==> src/rtl/nx_event_coalesce_if.sv <==
// Bundle of event inputs, shared configuration and coalesced outputs for nx_event_coalesce.
// The master side drives events and config. The slave side is the coalescer.
interface nx_event_coalesce_if #(
  parameter int N_INT_BITS = 16,
  parameter int CNT_W      = 8,
  parameter int TMR_W      = 16
);
  logic [N_INT_BITS-1:0] event_in;
  logic [N_INT_BITS-1:0] cfg_enable;
  logic [CNT_W-1:0]      cfg_threshold;
  logic [TMR_W-1:0]      cfg_timeout;
  logic                  flush;
  logic [N_INT_BITS-1:0] int_stb;
  logic [N_INT_BITS-1:0] pending;
  logic [N_INT_BITS-1:0] cnt_sat;

  modport master (
    output event_in, cfg_enable, cfg_threshold, cfg_timeout, flush,
    input  int_stb, pending, cnt_sat
  );

  modport slave (
    input  event_in, cfg_enable, cfg_threshold, cfg_timeout, flush,
    output int_stb, pending, cnt_sat
  );
endinterface

==> src/rtl/nx_event_coalesce.sv <==
// Per-source interrupt event coalescer: one int_stb pulse per batch on threshold, timeout or flush.
// Strobe latency is 1 cycle from the firing evaluation; there is no backpressure, so events are never dropped while enabled.
module nx_event_coalesce #(
  parameter int N_INT_BITS = 16,
  parameter int CNT_W      = 8,
  parameter int TMR_W      = 16
) (
  input  logic                 clk,
  input  logic                 rst,
  nx_event_coalesce_if.slave   io
);

  localparam logic [0:0] IDLE  = 1'b0;
  localparam logic [0:0] ACCUM = 1'b1;
  localparam logic [CNT_W-1:0] CNT_ONE = CNT_W'(1);
  localparam logic [TMR_W-1:0] TMR_ONE = TMR_W'(1);

  logic [N_INT_BITS-1:0] state_q, state_d;
  logic [N_INT_BITS-1:0] stb_q, stb_d;
  logic [N_INT_BITS-1:0] pending_q, pending_d;
  logic [N_INT_BITS-1:0] sat_q, sat_d;
  logic [CNT_W-1:0]      cnt_q [N_INT_BITS];
  logic [CNT_W-1:0]      cnt_d [N_INT_BITS];
  logic [TMR_W-1:0]      tmr_q [N_INT_BITS];
  logic [TMR_W-1:0]      tmr_d [N_INT_BITS];
  logic [CNT_W-1:0]      thr_eff;

  always_comb begin
    logic [CNT_W-1:0] cnt_nxt;
    logic             tmr_exp;
    logic             fire_acc;

    thr_eff   = (io.cfg_threshold == '0) ? CNT_ONE : io.cfg_threshold;
    state_d   = state_q;
    stb_d     = '0;
    pending_d = '0;
    sat_d     = sat_q;
    cnt_d     = cnt_q;
    tmr_d     = tmr_q;
    cnt_nxt   = '0;
    tmr_exp   = 1'b0;
    fire_acc  = 1'b0;

    for (int i = 0; i < N_INT_BITS; i++) begin
      cnt_nxt  = (io.event_in[i] && (cnt_q[i] != '1)) ? cnt_q[i] + 1'b1 : cnt_q[i];
      tmr_exp  = (io.cfg_timeout != '0) && (tmr_q[i] >= io.cfg_timeout);
      fire_acc = (cnt_nxt >= thr_eff) || tmr_exp || io.flush;

      if (!io.cfg_enable[i]) begin
        state_d[i] = IDLE;
        cnt_d[i]   = '0;
        tmr_d[i]   = '0;
        sat_d[i]   = 1'b0;
      end else if (state_q[i] == IDLE) begin
        if (io.event_in[i]) begin
          if (thr_eff == CNT_ONE) begin
            stb_d[i] = 1'b1;
          end else begin
            state_d[i]   = ACCUM;
            cnt_d[i]     = CNT_ONE;
            tmr_d[i]     = TMR_ONE;
            pending_d[i] = 1'b1;
          end
        end
      end else if (fire_acc) begin
        // pending stays up through the strobe cycle so the batch is never invisible
        stb_d[i]     = 1'b1;
        pending_d[i] = 1'b1;
        state_d[i]   = IDLE;
        cnt_d[i]     = '0;
        tmr_d[i]     = '0;
        sat_d[i]     = 1'b0;
      end else begin
        pending_d[i] = 1'b1;
        cnt_d[i]     = cnt_nxt;
        tmr_d[i]     = (tmr_q[i] == '1) ? tmr_q[i] : tmr_q[i] + 1'b1;
        sat_d[i]     = sat_q[i] | (cnt_nxt == '1);
      end
    end
  end

  always_ff @(posedge clk) begin
    if (rst) begin
      state_q   <= '0;
      stb_q     <= '0;
      pending_q <= '0;
      sat_q     <= '0;
      cnt_q     <= '{default: '0};
      tmr_q     <= '{default: '0};
    end else begin
      state_q   <= state_d;
      stb_q     <= stb_d;
      pending_q <= pending_d;
      sat_q     <= sat_d;
      cnt_q     <= cnt_d;
      tmr_q     <= tmr_d;
    end
  end

  assign io.int_stb = stb_q;
  assign io.pending = pending_q;
  assign io.cnt_sat = sat_q;

endmodule

==> src/flat_wrapper.sv <==
// flat-port wrapper written by rule: the top's interface ports become plain ports
module nx_event_coalesce_flat 
#(
  parameter int N_INT_BITS = 16,
  parameter int CNT_W      = 8,
  parameter int TMR_W      = 16
)
  (clk, rst, io_event_in, io_cfg_enable, io_cfg_threshold, io_cfg_timeout, io_flush, io_int_stb, io_pending, io_cnt_sat);
  nx_event_coalesce_if #(.N_INT_BITS(N_INT_BITS), .CNT_W(CNT_W), .TMR_W(TMR_W)) io_i ();
  input  logic clk;
  input  logic rst;
  input wire logic [$bits(io_i.event_in)-1:0] io_event_in;
  input wire logic [$bits(io_i.cfg_enable)-1:0] io_cfg_enable;
  input wire logic [$bits(io_i.cfg_threshold)-1:0] io_cfg_threshold;
  input wire logic [$bits(io_i.cfg_timeout)-1:0] io_cfg_timeout;
  input wire logic [$bits(io_i.flush)-1:0] io_flush;
  output wire logic [$bits(io_i.int_stb)-1:0] io_int_stb;
  output wire logic [$bits(io_i.pending)-1:0] io_pending;
  output wire logic [$bits(io_i.cnt_sat)-1:0] io_cnt_sat;
  assign io_i.event_in = io_event_in;
  assign io_i.cfg_enable = io_cfg_enable;
  assign io_i.cfg_threshold = io_cfg_threshold;
  assign io_i.cfg_timeout = io_cfg_timeout;
  assign io_i.flush = io_flush;
  assign io_int_stb = io_i.int_stb;
  assign io_pending = io_i.pending;
  assign io_cnt_sat = io_i.cnt_sat;
  nx_event_coalesce #(.N_INT_BITS(N_INT_BITS), .CNT_W(CNT_W), .TMR_W(TMR_W)) u_core (.clk(clk), .rst(rst), .io(io_i));
endmodule
==> config.mk <==
export PLATFORM = sky130hd
export DESIGN_NAME = nx_event_coalesce_flat
export DESIGN_NICKNAME = d
export VERILOG_FILES = /design/src/rtl/nx_event_coalesce_if.sv /design/src/rtl/nx_event_coalesce.sv /design/src/flat_wrapper.sv
export SDC_FILE = /design/constraint.sdc
export NUM_CORES = 2
export LEC_CHECK = 0
export CORE_MARGIN = 1
export CORE_UTILIZATION = 30
export DETAILED_ROUTE_END_ITERATION = 8
export PLACE_DENSITY = 0.55
export REMOVE_ABC_BUFFERS = 1
export SYNTH_ARGS = -nofsm -noshare
export SYNTH_HDL_FRONTEND = slang
export SYNTH_SLANG_ARGS = --single-unit
==> constraint.sdc <==
create_clock -name clk -period 4 [get_ports clk]
set_clock_uncertainty 0.15 [all_clocks]
set_input_delay 0.4 -clock clk [delete_from_list [all_inputs] [get_ports clk]]
set_output_delay 0.4 -clock clk [all_outputs]
set_load 0.005 [all_outputs]
### Yosys cells after proc, flatten, opt, wreduce, memory -nomap -nowiden

Cells that the tools add are included.

| storage, ports and cells | value |
|---|---|
| register bits | 448 |
| input bits | 59 |
| word-level logic and storage cells | 664 |

| cells by class | value |
|---|---|
| $add $sub $neg | 32 |
| magnitude comparators | 32 |
| equality and inequality tests | 81 |
| multiplexer cells | 261 |
| bitwise gates (word level) | 32 |
| reduce and logical (&&, ||, !) cells | 130 |

Operator list:

| kind | number |
|---|---|
| 16-bit two-way mux | 65 |
| 8-bit two-way mux | 66 |
| 16-bit by 1-bit adder with 16-bit output (second input constant) | 16 |
| 16-bit == test (second input constant) | 16 |
| 16-bit greater-or-equal comparator | 16 |
| 1-bit two-way mux | 130 |
| 8-bit by 1-bit adder with 8-bit output (second input constant) | 16 |
| 8-bit == test (second input constant) | 16 |
| 8-bit greater-or-equal comparator | 16 |
| 8-bit inequality test (second input constant) | 16 |
| 3-bit inequality test (second input constant) | 16 |
| 3-bit AND reduction | 16 |
| 1-bit logical AND | 32 |
| 1-bit logical OR | 32 |
| 2-bit by 1-bit inequality test with 1-bit output (second input constant) | 16 |
| 2-bit AND reduction | 16 |
| 2-bit nonzero test | 16 |
| 2-bit OR reduction | 16 |
| 1-bit NOT | 16 |
| 1-bit bitwise OR | 16 |
| 16-bit nonzero test | 1 |
| 8-bit by 1-bit == test with 1-bit output (second input constant) | 1 |
| 8-bit logical NOT | 1 |

### Longest topological paths before layout

| logic depth | value |
|---|---|
| depth in word-level cells | 8 |
| depth in mapped cells | 17 |

### Least setup slack after synthesis

OpenSTA, ideal clock, no wires.

| timing path | value |
|---|---|
| kind | register to register |
| start | register u_core.cnt_q[32] in the netlist's numbering |
| end | register u_core.tmr_q[75] in the netlist's numbering |
| setup time | 122 ps |
| data arrival time | 3617 ps |
| required time | 3728 ps |
| slack | 111 ps |
| cell stages (with the launch flop) | 17 |
| buffers on the path | 1 |
| cell sequence | dfxtp_1 ha_1 and4_1 a21boi_0 nand4_1 nor2_1 nand3_1 xnor2_1 ha_1 nand4_1 a221oi_1 o31ai_2 nand2_1 o41ai_2 and2_2 buf_6 a221o_1 |

| between the ends | value |
|---|---|
| cells in the longest elaborated chain, start to end | 8 |
| elaborated cells on any way between the ends | 11 |
| those cells by class | add/sub: 1; order compare: 1; eq/ne: 2; mux: 3; reduce/logical: 4 |

RTL lines:

| item | RTL line | RTL |
|---|---|---|
| from (decl) | nx_event_coalesce.sv:22 | `logic [CNT_W-1:0] cnt_q [N_INT_BITS];` |
| from (signal assigned) | nx_event_coalesce.sv:95 | `cnt_q <= cnt_d;` |
| branches (longest 2 deep; another with 8-bit by 1-bit adder with 8-bit output) | n/a |  |
| 8-bit two-way mux * | nx_event_coalesce.sv:45 | `cnt_nxt = (io.event_in[i] && (cnt_q[i] != '1)) ? cnt_q[i] + 1'b1 : cnt_q[i];` |
| 8-bit greater-or-equal comparator * | nx_event_coalesce.sv:47 | `fire_acc = (cnt_nxt >= thr_eff) \|\| tmr_exp \|\| io.flush;` |
| 1-bit logical OR * (2 in series) | nx_event_coalesce.sv:47 |  |
| 3-bit inequality test (no line) or 16-bit two-way mux (tied branches) | n/a |  |
| 3-bit AND reduction (no line) or 16-bit two-way mux (tied branches) | n/a |  |
| to (signal assigned) | nx_event_coalesce.sv:96 | `tmr_q <= tmr_d;` |
| to (decl) | nx_event_coalesce.sv:24 | `logic [TMR_W-1:0] tmr_q [N_INT_BITS];` |

Mark *: on every way between the ends.
A chain may end at the register's enable or synchronous reset.

### Worst setup path in the final report

| timing path | value |
|---|---|
| start | register u_core.cnt_q[81] in the netlist's numbering |
| end | register u_core.tmr_q[171] in the netlist's numbering |

The elaborated chain is that of the path after synthesis.

==> impl_metrics.toml <==
[synth]
ys_ff_latch = 448
synthFlopType = "dfxtp_1"
synth_area_leader_cell = "dfxtp_1"
synthArstFlopShare_pct = 0
avgSynthCellArea_um2 = 7.91
netlist_instances = 4170
synth-edff-count = 0
synth.area.top_cells = "dfxtp_1 27%, ha_1 15%, a21oi_1 4.5%"
syn_area_um2 = 33000
ys_warn_count = 0
yosysSeqAreaShare_pct = 27.2
synth_cell_types = 108
synth_top_cell_area_share_pct = 27.2

[clock_network]
clockRootBuffer = "clkbuf_16"
cts_num_sinks = 448
clk_latency_ps = 640
cts.htree.levels = 2
cts_tree = "yes"
clk_pin_slew_worst_paths_ps = 60
cts.path.max_buffers = 3
numCtsBuffers = 57
ctsHoldBuffers = 0

[setup_path]
crit_path_start_kind = "register"
crit_type = "reg2reg"
critical_path_arrival_ps = 4180
worstPathMaxFanout = 5
cp.required_ps = 4400
end_kind = "register"

[layout]
multi_input_area_um2 = 22800
nFillCells = 11400
final_nets = 4817
final_cells = 5816
drive_gt1_share_pct = 9.00
regArea_um2 = 8970
antenna_cells = 0
final_area_um2 = 38700
synthToLayoutAreaGrowth_pct = 17.2

[route]
drc = 0
wl_met1_um = 50500
wl_met3_um = 6190
ant_nets = 0
routed.top_layer = "met4"
viasPerCell = 5.60
drt_iter0_markers = 2677
wl_per_cell_um = 18.3
wl_met2_um = 47000
routed_wl_um = 106000
vias = 32600
drtPass1Iterations = 6

[placement]
gp_congestion = 0.857
port_buffers = 106
dpl_worst_slack_ps = 27.2
placedCellCount = 5709
post_dp_cell_area_um2 = 36700
dp_hpwl_um = 75200

[timing]
hold_viol = 0
fmax_mhz = 265
fin_crit_ps = 3780
setup-violations-final = 0
slew_headroom_pct = 32.5
tns_ps = 0
setup_ws_ps = 225
period_share_pct = 94.4
drv_slew = 0
worst_pin_slew_ps = 1010

[floorplanning]
row_count = 121
fp.dieW_um = 334
pin_count = 107
die_area_um2 = 111000
core_um2 = 109000
start_util_pct = 30.3
die_y_um = 334

[global_routing]
grt_pass1_vias = 30200
antenna_found_initial = 3
grt_start_max_net_pins = 51
grt_first_pass_wirelength_um = 168000
overflow = 0
grt_usage_pct = 18.6

[power]
ir_drop_uv = 291
finalPower_mw = 10.9
p_per_area_nw_per_um2 = 283
leakage_nw = 15.0

[status]
status = "completed"

[flow_run]
drv_cap = 0

[worst_hold_path]
hp-class = "reg2reg"
-- cell usage after synthesis, types with 36 or more instances --
library cell  instances
xnor2_1              64
nor2_1              322
nor3_1              146
nand2_1             392
and3_1              102
nand3_1             217
nand4_1             181
ha_1                400
a21o_1               48
nor2b_1              49
a21oi_1             294
buf_2                38
inv_1               137
clkbuf_1            121
a31oi_1             116
dfxtp_1             448
a22oi_1              79
o21ai_0             252
a211oi_1             52
o211ai_1             36
-- metrics by stage --
step                      utilization, %  hold slack (ps)
after global routing                35.5              337
after detailed placement            33.7              302
after floorplan                        -              297
after CTS                           35.4              311
after global placement              33.7              295
final                               35.5              307
-- cell type report --
type / count / area share [%]
Multi-Input combinational cell: 3403 / 58.9
Sequential cell: 448 / 23.2
Timing Repair Buffer: 310 / 7.19
Tap cell: 1414 / 4.57
Clock buffer: 87 / 4.39
Inverter: 138 / 1.34
Clock inverter: 16 / 0.375
-- registers in the layout (all words and copies together), names as in the netlist --
signal and count:
u_core.state_q 16, u_core.tmr_q 256, u_core.io.pending 16, u_core.io.cnt_sat 16, u_core.io.int_stb 16, u_core.cnt_q 128
-- critical path, stage by stage (launching register included) --
cell and delay, ps:
dfxtp_2 340, ha_1 200, nand4_1 140, o21a_1 170
nand2_1 80, and2_1 160, or2_2 290, ha_1 180
a21o_1 150, a211o_1 340, a2111oi_4 330, o2111ai_2 230
a211oi_4 380, or3b_1 380, a31oi_1 180
-- worst paths after layout --
path / from / end / slack, ps / cells after the start
setup / recovery: u_core.cnt_q[81] / u_core.tmr_q[171] / 220 / 14
hold reg to reg: u_core.io.cnt_sat[1] / u_core.io.cnt_sat[1] / 310 / 2
setup reg to reg: u_core.cnt_q[81] / u_core.tmr_q[171] / 220 / 14
hold / removal: u_core.io.cnt_sat[1] / u_core.io.cnt_sat[1] / 310 / 2
-- cell usage in the layout, fill, tap and decap left out, types with 103 or more instances in the layout --
| master | count |
|---|---|
| nand2_1 | 391 |
| a21oi_1 | 294 |
| a31oi_1 | 116 |
| dfxtp_1 | 447 |
| o21ai_0 | 251 |
| nor2_1 | 320 |
| ha_1 | 400 |
| nand3_1 | 217 |
| inv_1 | 137 |
| nand4_1 | 181 |
| nor3_1 | 145 |
| clkdlybuf4s50_1 | 103 |
| buf_4 | 185 |
-- logic make-up (layout without fill, tap and decap cells) --
family / after synthesis / in the layout / share of synthesized area (%)
mux: 36 / 36 / 1.14
simple gates: 1681 / 1681 / 26.1
buf+inv: 319 / 551 / 3.98
flops: 448 / 448 / 27.2
compound gates: 1195 / 1195 / 24.0
xor+xnor: 91 / 91 / 2.41
fa+ha+maj: 400 / 400 / 15.2
-- timing repair --
action	CTS	global route
setup endpoints to repair	0	93
resized for setup	0	18
endpoints found under the hold margin	0	0
buffers inserted	0	3
-- metal layers --
metal,up-vias,global-route usage (%)
li1,16200,-
met1,15400,25.5
met5,-,0
met4,0,5.35
met3,131,3.02
met2,808,29.7
-- report_power, final --
group | internal, mW | switching (mW) | total [mW] | leakage (nW)
logic | 0.426 | 0.736 | 1.16 | 10.4
clock network | 3.03 | 2.19 | 5.22 | 0.919
registers | 4.50 | 0.0517 | 4.55 | 3.62
(Power assumes the default switching activity.)
